[src/rtl/pwconv_requant_pack.sv]
// ============================================================================
// pwconv_requant_pack
// ----------------------------------------------------------------------------
// Downstream stage of the pointwise-convolution PE. Each finished accumulator
// value goes through a rounding arithmetic right shift and is then clamped to
// OUT_W bits (stage 1, registered). PACK clamped pixels are collected into one
// word (stage 2). Finished words are held in a FIFO that feeds the
// feature-map write path through a valid/ready handshake. The PE cannot be
// stalled, so the block flags almost-full and a sticky overflow instead.
//
// Optional feature (compile-time macro):
//   PWCONV_REQUANT_RELU_EN  defined   : ReLU, lanes in 0 .. 2^(OUT_W-1)-1
//                           undefined : signed saturation, lanes in
//                                       -2^(OUT_W-1) .. 2^(OUT_W-1)-1
//
// Ports:
//   clk            clock, all logic on posedge
//   rst_n          asynchronous active-low reset
//   acc_valid_i    acc_i carries a finished pixel this cycle
//   acc_i          signed accumulator result from the PE
//   shift_i        requant right-shift amount (0..ACC_W-1), quasi-static
//   flush_i        close the partial word: zero-pad and push
//   out_ready_i    consumer accepts out_data_o
//   out_valid_o    FIFO non-empty
//   out_data_o     packed head word, lane 0 in the LSBs
//   almost_full_o  FIFO count >= FIFO_DEPTH-1
//   ovf_o          sticky: a word was dropped because the FIFO was full
// ============================================================================
module pwconv_requant_pack #(
  parameter int DATA_W     = 8,
  parameter int FILTER_W   = 8,
  parameter int ACC_W      = DATA_W + FILTER_W + 6,
  parameter int OUT_W      = 8,
  parameter int PACK       = 4,
  parameter int FIFO_DEPTH = 4
) (
  input  logic                    clk,
  input  logic                    rst_n,
  input  logic                    acc_valid_i,
  input  logic signed [ACC_W-1:0] acc_i,
  input  logic        [4:0]       shift_i,
  input  logic                    flush_i,
  input  logic                    out_ready_i,
  output logic                    out_valid_o,
  output logic [OUT_W*PACK-1:0]   out_data_o,
  output logic                    almost_full_o,
  output logic                    ovf_o
);

  localparam int LANE_W = $clog2(PACK);
  localparam int PTR_W  = $clog2(FIFO_DEPTH);
  localparam int WORD_W = OUT_W * PACK;

  // Clamp bounds expressed at the internal ACC_W+1 width.
  localparam logic signed [ACC_W:0] SAT_MAX = (ACC_W+1)'((2 ** (OUT_W - 1)) - 1);
  localparam logic signed [ACC_W:0] SAT_MIN = ~SAT_MAX;

  // --------------------------------------------------------------------------
  // Stage 1: rounding shift + clamp
  // --------------------------------------------------------------------------
  // One guard bit above ACC_W keeps acc + half-LSB from wrapping.
  logic signed [ACC_W:0] acc_ext;
  logic signed [ACC_W:0] rnd;
  logic signed [ACC_W:0] sum;
  logic signed [ACC_W:0] shifted;
  logic [OUT_W-1:0]      pix_d;

  // NOTE: every signal written here gets a default before any branch, so no
  // path leaves it unassigned and no latch is inferred.
  always_comb begin
    acc_ext = {acc_i[ACC_W-1], acc_i};
    rnd     = '0;
    if (shift_i != 5'd0) rnd = (ACC_W+1)'(1) << (shift_i - 5'd1);
    sum     = acc_ext + rnd;
    shifted = sum >>> shift_i;
    pix_d   = shifted[OUT_W-1:0];
`ifdef PWCONV_REQUANT_RELU_EN
    if (shifted[ACC_W])             pix_d = '0;
    else if (shifted > SAT_MAX)     pix_d = SAT_MAX[OUT_W-1:0];
`else
    if (shifted < SAT_MIN)          pix_d = SAT_MIN[OUT_W-1:0];
    else if (shifted > SAT_MAX)     pix_d = SAT_MAX[OUT_W-1:0];
`endif
  end

  logic             s1_valid;
  logic [OUT_W-1:0] s1_pix;
  logic             flush_d;   // flush_i delayed to line up with s1_pix

  // NOTE: sequential state uses non-blocking assignments so every register
  // samples pre-edge values regardless of statement order.
  always_ff @(posedge clk or negedge rst_n) begin
    if (!rst_n) begin
      s1_valid <= 1'b0;
      s1_pix   <= '0;
      flush_d  <= 1'b0;
    end else begin
      s1_valid <= acc_valid_i;
      s1_pix   <= pix_d;
      flush_d  <= flush_i;
    end
  end

  // --------------------------------------------------------------------------
  // Stage 2: lane packer
  // --------------------------------------------------------------------------
  logic [LANE_W-1:0]           lane;
  logic [PACK-1:0][OUT_W-1:0]  lanes_q;
  logic [PACK-1:0][OUT_W-1:0]  lanes_n;
  logic                        push;

  // The word being pushed includes the pixel arriving this cycle, so a
  // coincident flush sees that pixel first. lanes_q is cleared after every
  // push, which makes unfilled lanes of a flushed word read zero.
  always_comb begin
    lanes_n = lanes_q;
    if (s1_valid) lanes_n[lane] = s1_pix;
    push = (s1_valid && (lane == LANE_W'(PACK - 1))) ||
           (flush_d && (s1_valid || (lane != '0)));
  end

  always_ff @(posedge clk or negedge rst_n) begin
    if (!rst_n) begin
      lane    <= '0;
      lanes_q <= '0;
    end else if (push) begin
      lane    <= '0;
      lanes_q <= '0;
    end else if (s1_valid) begin
      lane    <= lane + LANE_W'(1);
      lanes_q <= lanes_n;
    end
  end

  // --------------------------------------------------------------------------
  // Output FIFO
  // --------------------------------------------------------------------------
  logic [WORD_W-1:0] mem [FIFO_DEPTH];
  logic [PTR_W-1:0]  wr_ptr;
  logic [PTR_W-1:0]  rd_ptr;
  logic [PTR_W:0]    count;
  logic              full;
  logic              empty;
  logic              pop;
  logic              wr_en;

  assign full  = (count == (PTR_W+1)'(FIFO_DEPTH));
  assign empty = (count == '0);
  assign pop   = !empty && out_ready_i;
  // A full FIFO still accepts a push when the head leaves in the same cycle.
  assign wr_en = push && (!full || pop);

  // NOTE: storage has no reset; nothing reads a slot before it is written
  // because the output is gated by empty.
  always_ff @(posedge clk) begin
    if (wr_en) mem[wr_ptr] <= lanes_n;
  end

  always_ff @(posedge clk or negedge rst_n) begin
    if (!rst_n) begin
      wr_ptr <= '0;
      rd_ptr <= '0;
      count  <= '0;
      ovf_o  <= 1'b0;
    end else begin
      if (wr_en) wr_ptr <= wr_ptr + PTR_W'(1);
      if (pop)   rd_ptr <= rd_ptr + PTR_W'(1);
      if (wr_en && !pop)      count <= count + (PTR_W+1)'(1);
      else if (!wr_en && pop) count <= count - (PTR_W+1)'(1);
      if (push && !wr_en)     ovf_o <= 1'b1;
    end
  end

  assign out_valid_o   = !empty;
  assign out_data_o    = empty ? '0 : mem[rd_ptr];
  assign almost_full_o = (count >= (PTR_W+1)'(FIFO_DEPTH - 1));

endmodule

[config.mk]
export PLATFORM = sky130hd
export DESIGN_NAME = pwconv_requant_pack
export DESIGN_NICKNAME = d
export VERILOG_FILES = /design/src/rtl/pwconv_requant_pack.sv
export SDC_FILE = /design/constraint.sdc
export NUM_CORES = 1
export LEC_CHECK = 0
export ABC_AREA = 1
export CAP_MARGIN = 10
export CORE_MARGIN = 4
export CORE_UTILIZATION = 45
export DETAILED_ROUTE_END_ITERATION = 8
export PLACE_DENSITY = 0.7
export SLEW_MARGIN = 20
export SYNTH_ARGS = -nofsm -noshare
export SYNTH_HDL_FRONTEND = slang
export SYNTH_SLANG_ARGS = --single-unit
[constraint.sdc]
create_clock -name clk -period 5.6 [get_ports clk]
set_input_delay 0.56 -clock clk [delete_from_list [all_inputs] [get_ports clk]]
set_output_delay 0.56 -clock clk [all_outputs]
set_load 0.02 [all_outputs]
==> reports/metrics.cfg, run 1 <==
[critical_path]
rrSetupSlack_ns = 2.77
crit_slowest_cell = clkdlybuf4s50_1
timing.rr.start = lane[0]$_DFFE_PN0P_
worstPathArrival_ns = 4.97
timing.setup.critical_path_class = input pin to flop
timing.critical_path.slowest_cell_delay_ns = 0.76
cp.required_ns = 5.91
worstRegToRegCells = 12
critical_path.max_fanout = 11
crit_path_end_kind = flop
path_common_cell = nand2_1
timing.critical_path.from_type = input pin
critical_path.reg2reg.endpoint = count[2]$_DFFE_PN0P_

[synth]
synth-seq-cells = 180
mappedNetlistNets = 1402
post_synthesis_area_per_instance_um2 = 7.86
post-synth-top-area-cell = edfxtp_1
synth_edf_count = 128
yosysMostFrequentCell = nand2_1
netlist-cell-type-count = 41
synth_top_flop_cell = edfxtp_1
asyncSetResetFlopFracSynth_pct = 28.9
synthesis.area_mm2 = 0.0105
yosysTopAreaCellShare_pct = 36.6
synthesis.yosys.warnings = 0
synth_seq_area_share_pct = 49.0
syn_inst = 1337
synthTopCellsByCount = 334 x nand2_1, 192 x nor2_1, 158 x inv_1, 135 x nand3_1, 128 x edfxtp_1
synth.area.top_cells = edfxtp_1 37%, dfrtp_1 12%, nand2_1 12%

[die]
starting_utilization_of_the_core_area_pct = 46.1
io_pins = 67
num_rows = 55
fp.dieArea_mm2 = 0.0259
fp.coreArea_mm2 = 0.0228
die_width_um = 161
die_h_um = 161

[timing]
final_min_period_over_clock_period_pct = 83.1
finalHoldViolations = 0
holdWs_ns = 0.267
setup_failing_eps_final = 0
post-route-min-period_ns = 4.66
relSlewSlack_pct = 47.7
maxSlewViolCount = 0
setup_ws_ns = 0.945
skew_ns = 0.0112
timing_worst_slew_pin_value_ns = 0.784
fmax_ghz = 0.215
fin_setup_tns_ns = 0
rsz0062_at_grt = no

[power]
seqPwrFrac_pct = 36.0
p_switching_mw = 2.06
combPwrFrac_pct = 42.0
vdd_drop_max_uv = 260
power_density_mw_per_mm2 = 446
sw_frac_of_total_pct = 38.1
clockPowerShare_pct = 22.0
leakage_nw = 5.61
intPower_mw = 3.34

[detailed_routing]
postRouteWirelength_um = 27500
via_per_inst = 5.28
drt_pre_antenna_iters = 5
antenna_left = 0
route.detailed.drc = 0
initialDrtViolationCount = 810
dr_total_vias = 9074
wl_per_cell_um = 16.0

[clock_network]
cts_hold_repair.buffers = 0
cts_tree = done
post_cts_resize_count = 0
clock_tree.buffer_depth = 2
cts_root_buf = clkbuf_16
worst_setup_hold_path_clk_slew_ns = 0.07
clock_tree.htree_level_count = 4
number_of_buffers_added_by_the_clock_tree_synthesis_step = 17
source_to_sink_clock_delay_at_the_later_pin_of_the_worst_skew_pair_ns = 0.43
clkSinkCount = 180
cts.repair_timing.setup_buffer_count = 0

[global_routing]
grt_antenna_before_repair = 0
grt_max_degree = 68
busiest_layer = met2
grt_overflow = 0
grt_use_met3_pct = 3.59
gr-usage-all-layers_pct = 21.4
grt_pass1_vias = 8687
global_route.usage.met2_pct = 35.7
global_route_wire_length_before_repair_um = 44400
grtUsageMet1_pct = 28.6

[final_layout]
finish.cell_count_without_fillers = 1719
area_growth_syn_to_layout_pct = 15.3
final_net_count = 1458
antennaDiodeCount = 0
share_of_layout_cells_above_drive_strength_1_pct = 6.76

[run_status]
outcome = completed

[hold_path]
timing.hold.worst.class = input pin to async pin

[placed_design]
dpl.cell_count = 1687
place.gp.congestion = 1.00
hpwl_um = 19100
place.port_buffers = 66
post-place-ws_ns = 0.563

[run]
maxCapViolCount = 0

## layout make-up
type	instances	area (um^2)
Fill cell	2196	10700
Tap cell	313	392
Sequential cell	180	5150
Multi-Input combinational cell	943	4550
Inverter	164	621
Clock inverter	12	150
Timing Repair Buffer	87	813
Clock buffer	20	447
## worst max path at each step
stage,start,end,depth (start not counted)
after floorplan,shift_i[1],s1_pix[0]$_DFF_PN0_,27
after global placement,shift_i[1],s1_pix[4]$_DFF_PN0_,26
after detailed placement,shift_i[3],s1_pix[6]$_DFF_PN0_,30
after CTS,shift_i[3],s1_pix[6]$_DFF_PN0_,30
after global routing,shift_i[3],s1_pix[1]$_DFF_PN0_,29
final,shift_i[3],s1_pix[0]$_DFF_PN0_,30
## through the flow
step                      power [mW]  utilization (%)  cell area, um^2
after floorplan                 3.36                -            10500
after global placement          4.19             50.6            11500
after detailed placement        4.25             50.6            11500
after CTS                       5.44             53.2            12100
after global routing            5.74             53.2            12100
final                           5.40             53.2            12100
## flip-flops by register name, indices dropped and copies added, names as in the netlist
signal    flops
count         3
flush_d       1
lane          2
lanes_q      32
mem         128
ovf_o         1
rd_ptr        2
s1_pix        8
s1_valid      1
wr_ptr        2
## per-layer routing
| metal | part of all wire, % | vias to the layer above |
|---|---|---|
| met5 | 0 | - |
| met4 | 2.2 | 0 |
| li1 | - | 4472 |
| met1 | 43 | 4220 |
| met3 | 6.5 | 49 |
| met2 | 48 | 333 |
## critical path: cells and delay by family
kind	cells	cell delay, ns
buf+inv	5	1.06
compound gates	1	0.08
simple gates	22	2.59
fa+ha+maj	2	0.67
## power groups by stage
stage	Clock (mW)	Sequential [mW]	Combinational, mW
final	1.19	1.94	2.27
after global routing	1.26	1.97	2.51
after CTS	1.20	1.95	2.29
after detailed placement	0	1.97	2.28
after global placement	0	1.96	2.24
after floorplan	0	1.96	1.40
## cells by family (layout without fill, tap and decap cells)
logic type | count (synthesis) | count (layout) | share of synthesized area [%]
flip-flops | 180 | 180 | 49.0
AND/OR/NAND/NOR | 716 | 716 | 29.0
XOR/XNOR | 13 | 13 | 1.08
buffers and inverters | 214 | 283 | 7.84
adder cells (fa/ha/maj) | 33 | 33 | 4.07
multiplexers | 2 | 2 | 0.202
AO/OA/AOI/OAI | 179 | 179 | 8.80
## layout by cell type, fill, tap and decap left out, types with 5 or more instances in the layout
cell type        instances
clkdlybuf4s50_1         65
xnor2_1                  6
ha_1                    31
nand3_1                135
o21ai_0                115
a21oi_1                 52
clkinv_1                 5
nand4_1                  9
inv_1                  158
xor2_1                   7
clkbuf_16               17
dfrtp_1                 51
nand2_1                334
nor2_1                 188
nand3_2                  7
buf_4                   21
nor2_2                  12
nand2_2                 13
edfxtp_1               128
nor3_1                   9
Note: power is estimated with default switching activity, not from simulation.
==> run 2, diff against run 1 <==
--- a/config.mk
+++ b/config.mk
@@ -10,7 +10,7 @@
 export CORE_MARGIN = 4
 export CORE_UTILIZATION = 45
 export DETAILED_ROUTE_END_ITERATION = 8
-export PLACE_DENSITY = 0.7
+export PLACE_DENSITY = 0.73
 export SLEW_MARGIN = 20
 export SYNTH_ARGS = -nofsm -noshare
 export SYNTH_HDL_FRONTEND = slang
==> constraint.sdc (replaced) <==
create_clock -name clk -period 4.2 [get_ports clk]
set_input_delay 0.42 -clock clk [delete_from_list [all_inputs] [get_ports clk]]
set_output_delay 0.42 -clock clk [all_outputs]
set_load 0.02 [all_outputs]
==> reports/metrics.cfg, run 2 (same netlist as run 1, synthesis figures left out) <==
[final_layout]
layout_common_cells = 331 x nand2_1, 186 x nor2_1, 158 x inv_1
final_net_count = 1544  ; +5.9%
share_of_layout_cells_above_drive_strength_1_pct = 12.6  ; +5.8 points
most_common_cell_after_layout_fill_and_taps_aside = nand2_1
antennaDiodeCount = 0  ; unchanged
max_flop_register = mem
area_growth_syn_to_layout_pct = 21.5
largestRegisters = mem x128, lanes_q x32, s1_pix x8
number_of_flip_flops_under_the_largest_register_name = 128  ; unchanged
final.fill_count = 2028  ; -7.7%

[timing]
maxSlewViolCount = 0  ; unchanged
timing_worst_slew_pin_value_ns = 1.06  ; +0.274 ns
post-route-min-period_ns = 3.74
fin_setup_tns_ns = 0  ; unchanged
rsz0062_at_grt = no
final_min_period_over_clock_period_pct = 89.1
relSlewSlack_pct = 29.0  ; -19 points
finalHoldViolations = 0  ; unchanged
setup_failing_eps_final = 0  ; unchanged
fmax_ghz = 0.267
skew_ns = 0.0101  ; -0.00113 ns

[power]
seqPwrFrac_pct = 36.2  ; +0.2 points
sw_frac_of_total_pct = 38.5  ; +0.33 points
leakage_nw = 6.04  ; +7.7%
clockPowerShare_pct = 20.4  ; -1.6 points
combPwrFrac_pct = 43.4  ; +1.4 points
vdd_drop_max_uv = 405  ; +56%
pnr_total_power_mw = 7.16  ; +33%
power_density_mw_per_mm2 = 561  ; +26%
intPower_mw = 4.40  ; +32%
p_switching_mw = 2.75  ; +34%

[critical_path]
cp.required_ns = 4.50  ; -1.41 ns
worstPathArrival_ns = 4.05  ; -0.92 ns
worstRegToRegCells = 12  ; unchanged
crit_path_end_kind = flop
critical_path.max_fanout = 7  ; -4
timing.setup.critical_path_class = input pin to flop
timing.critical_path.from_type = input pin

[detailed_routing]
antenna_left = 0  ; unchanged
dr_total_vias = 9312  ; +2.6%
postRouteWirelength_um = 28100  ; +2.4%
via_per_inst = 5.16  ; -2.3%
initialDrtViolationCount = 836  ; +3.2%
drt_pre_antenna_iters = 7  ; +2
route.detailed.drc = 0  ; unchanged
wl_per_cell_um = 15.6  ; -2.4%

[clock_network]
worst_setup_hold_path_clk_slew_ns = 0.07  ; about the same
cts_hold_repair.buffers = 0  ; unchanged
clock_tree.htree_level_count = 4  ; unchanged
number_of_buffers_added_by_the_clock_tree_synthesis_step = 17  ; unchanged
clock_tree.buffer_depth = 2  ; unchanged
cts.repair_timing.setup_buffer_count = 0  ; unchanged
cts_root_buf = clkbuf_16
source_to_sink_clock_delay_at_the_later_pin_of_the_worst_skew_pair_ns = 0.42  ; about the same
cts_tree = done
clkSinkCount = 180  ; unchanged

[die]
starting_utilization_of_the_core_area_pct = 46.1  ; unchanged
fp.dieArea_mm2 = 0.0259  ; unchanged
die_h_um = 161  ; unchanged
fp.coreArea_mm2 = 0.0228  ; unchanged
die_width_um = 161  ; unchanged
num_rows = 55  ; unchanged
io_pins = 67  ; unchanged

[placed_design]
place.gp.congestion = 0.978  ; -2.3%
hpwl_um = 20000  ; +4.7%
place.port_buffers = 66  ; unchanged

[global_routing]
gr-usage-all-layers_pct = 21.9  ; +0.56 points
grt_antenna_before_repair = 0  ; unchanged
grt_pass1_vias = 9003  ; +3.6%
grt_overflow = 0  ; unchanged
global_route_wire_length_before_repair_um = 45400  ; +2.3%
grt_max_degree = 67  ; -1.5%

[run]
maxCapViolCount = 0  ; unchanged

[run_status]
outcome = completed

[hold_path]
timing.hold.worst.class = input pin to async pin

==> run 2: changes by cell type in the layout (fill, tap and decap cells not counted), moves of 2 or more <==
cell,change
bufinv_16,-2
nand2_2,+3
nand2_1,-3
nor2_4,+2
clkdlybuf4s50_1,-4
clkinvlp_4,+2
buf_4,+86
dlymetal6s2s_1,+4
nor2_1,-2
==> run 2: path summary, 6_finish.rpt <==
path	from	end	slack, ns
worst max-delay path	shift_i[4]	s1_pix[3]$_DFF_PN0_	0.46
worst min register to register	ovf_o$_DFFE_PN0P_	ovf_o$_DFFE_PN0P_	0.52
max in group asynchronous	rst_n	rd_ptr[0]$_DFFE_PN0P_	3.58
worst max register to register	lane[0]$_DFFE_PN0P_	count[2]$_DFFE_PN0P_	1.41
worst min-delay path	rst_n	lanes_q[9]$_DFFE_PN0P_	0.12
min in group clk	flush_i	flush_d$_DFF_PN0_	0.51
==> run 2: stage by stage <==
step	hold slack [ns]	util [%]	cells	worst slack (ns)	area [um^2]
after CTS	0.137	55.8	1805	0.212	12700
after global placement	0.481	53.4	1773	-0.154	12200
after global routing	0.157	56.0	1805	0.178	12800
after detailed placement	0.495	53.4	1773	-0.232	12200
after floorplan	0.124	-	1337	0.373	10500
final	0.118	56.0	1805	0.457	12800
==> run 2: repair_timing <==
item                                    CTS  global route
resized for setup                         0            13
hold endpoints to repair                  0             0
endpoints found under the setup margin    0             7
==> run 2: layer usage <==
layer	GRT usage, %	part of all wire (%)	vias up
met2	36.2	47	321
met1	29.6	44	4291
met5	0	0	-
met4	7.48	2.7	0
li1	-	-	4647
met3	3.54	6.3	53
==> run 2: layout make-up <==
class,count,area (um^2),share of cell area (%)
clock buffers,21,460,3.61
inverters,164,621,4.86
clock inverters,11,95.1,0.745
multi-input cells,943,4580,35.9
well taps,313,392,3.07
repair buffers,173,1470,11.5
flip-flops and latches,180,5150,40.3
==> run 2: power groups by stage <==
| stage | Clock (mW) | Combinational, mW | Sequential, mW |
|---|---|---|---|
| after detailed placement | 0 | 3.09 | 2.63 |
| after global routing | 1.55 | 3.43 | 2.63 |
| after floorplan | 0 | 1.87 | 2.61 |
| after global placement | 0 | 3.03 | 2.61 |
| final | 1.46 | 3.11 | 2.59 |
| after CTS | 1.48 | 3.11 | 2.60 |
==> run 2: critical path: stages <==
cell             delay [ns]
clkdlybuf4s50_1        0.47
inv_1                  0.08
nor2_1                 0.14
inv_1                  0.07
nand2_1                0.14
inv_1                  0.09
nand2_1                0.08
inv_1                  0.05
ha_1                   0.19
fa_1                   0.40
nand3_1                0.10
nand3_2                0.12
nand2_1                0.10
nand2_2                0.08
nand2_1                0.10
nand3_1                0.10
nand2_2                0.10
nand3_1                0.11
nand3_1                0.11
nand3_1                0.12
nand3_1                0.12
nand3_2                0.09
or2_1                  0.23
nor2_1                 0.12
nand3_1                0.10
nand2_2                0.13
nand2_1                0.07
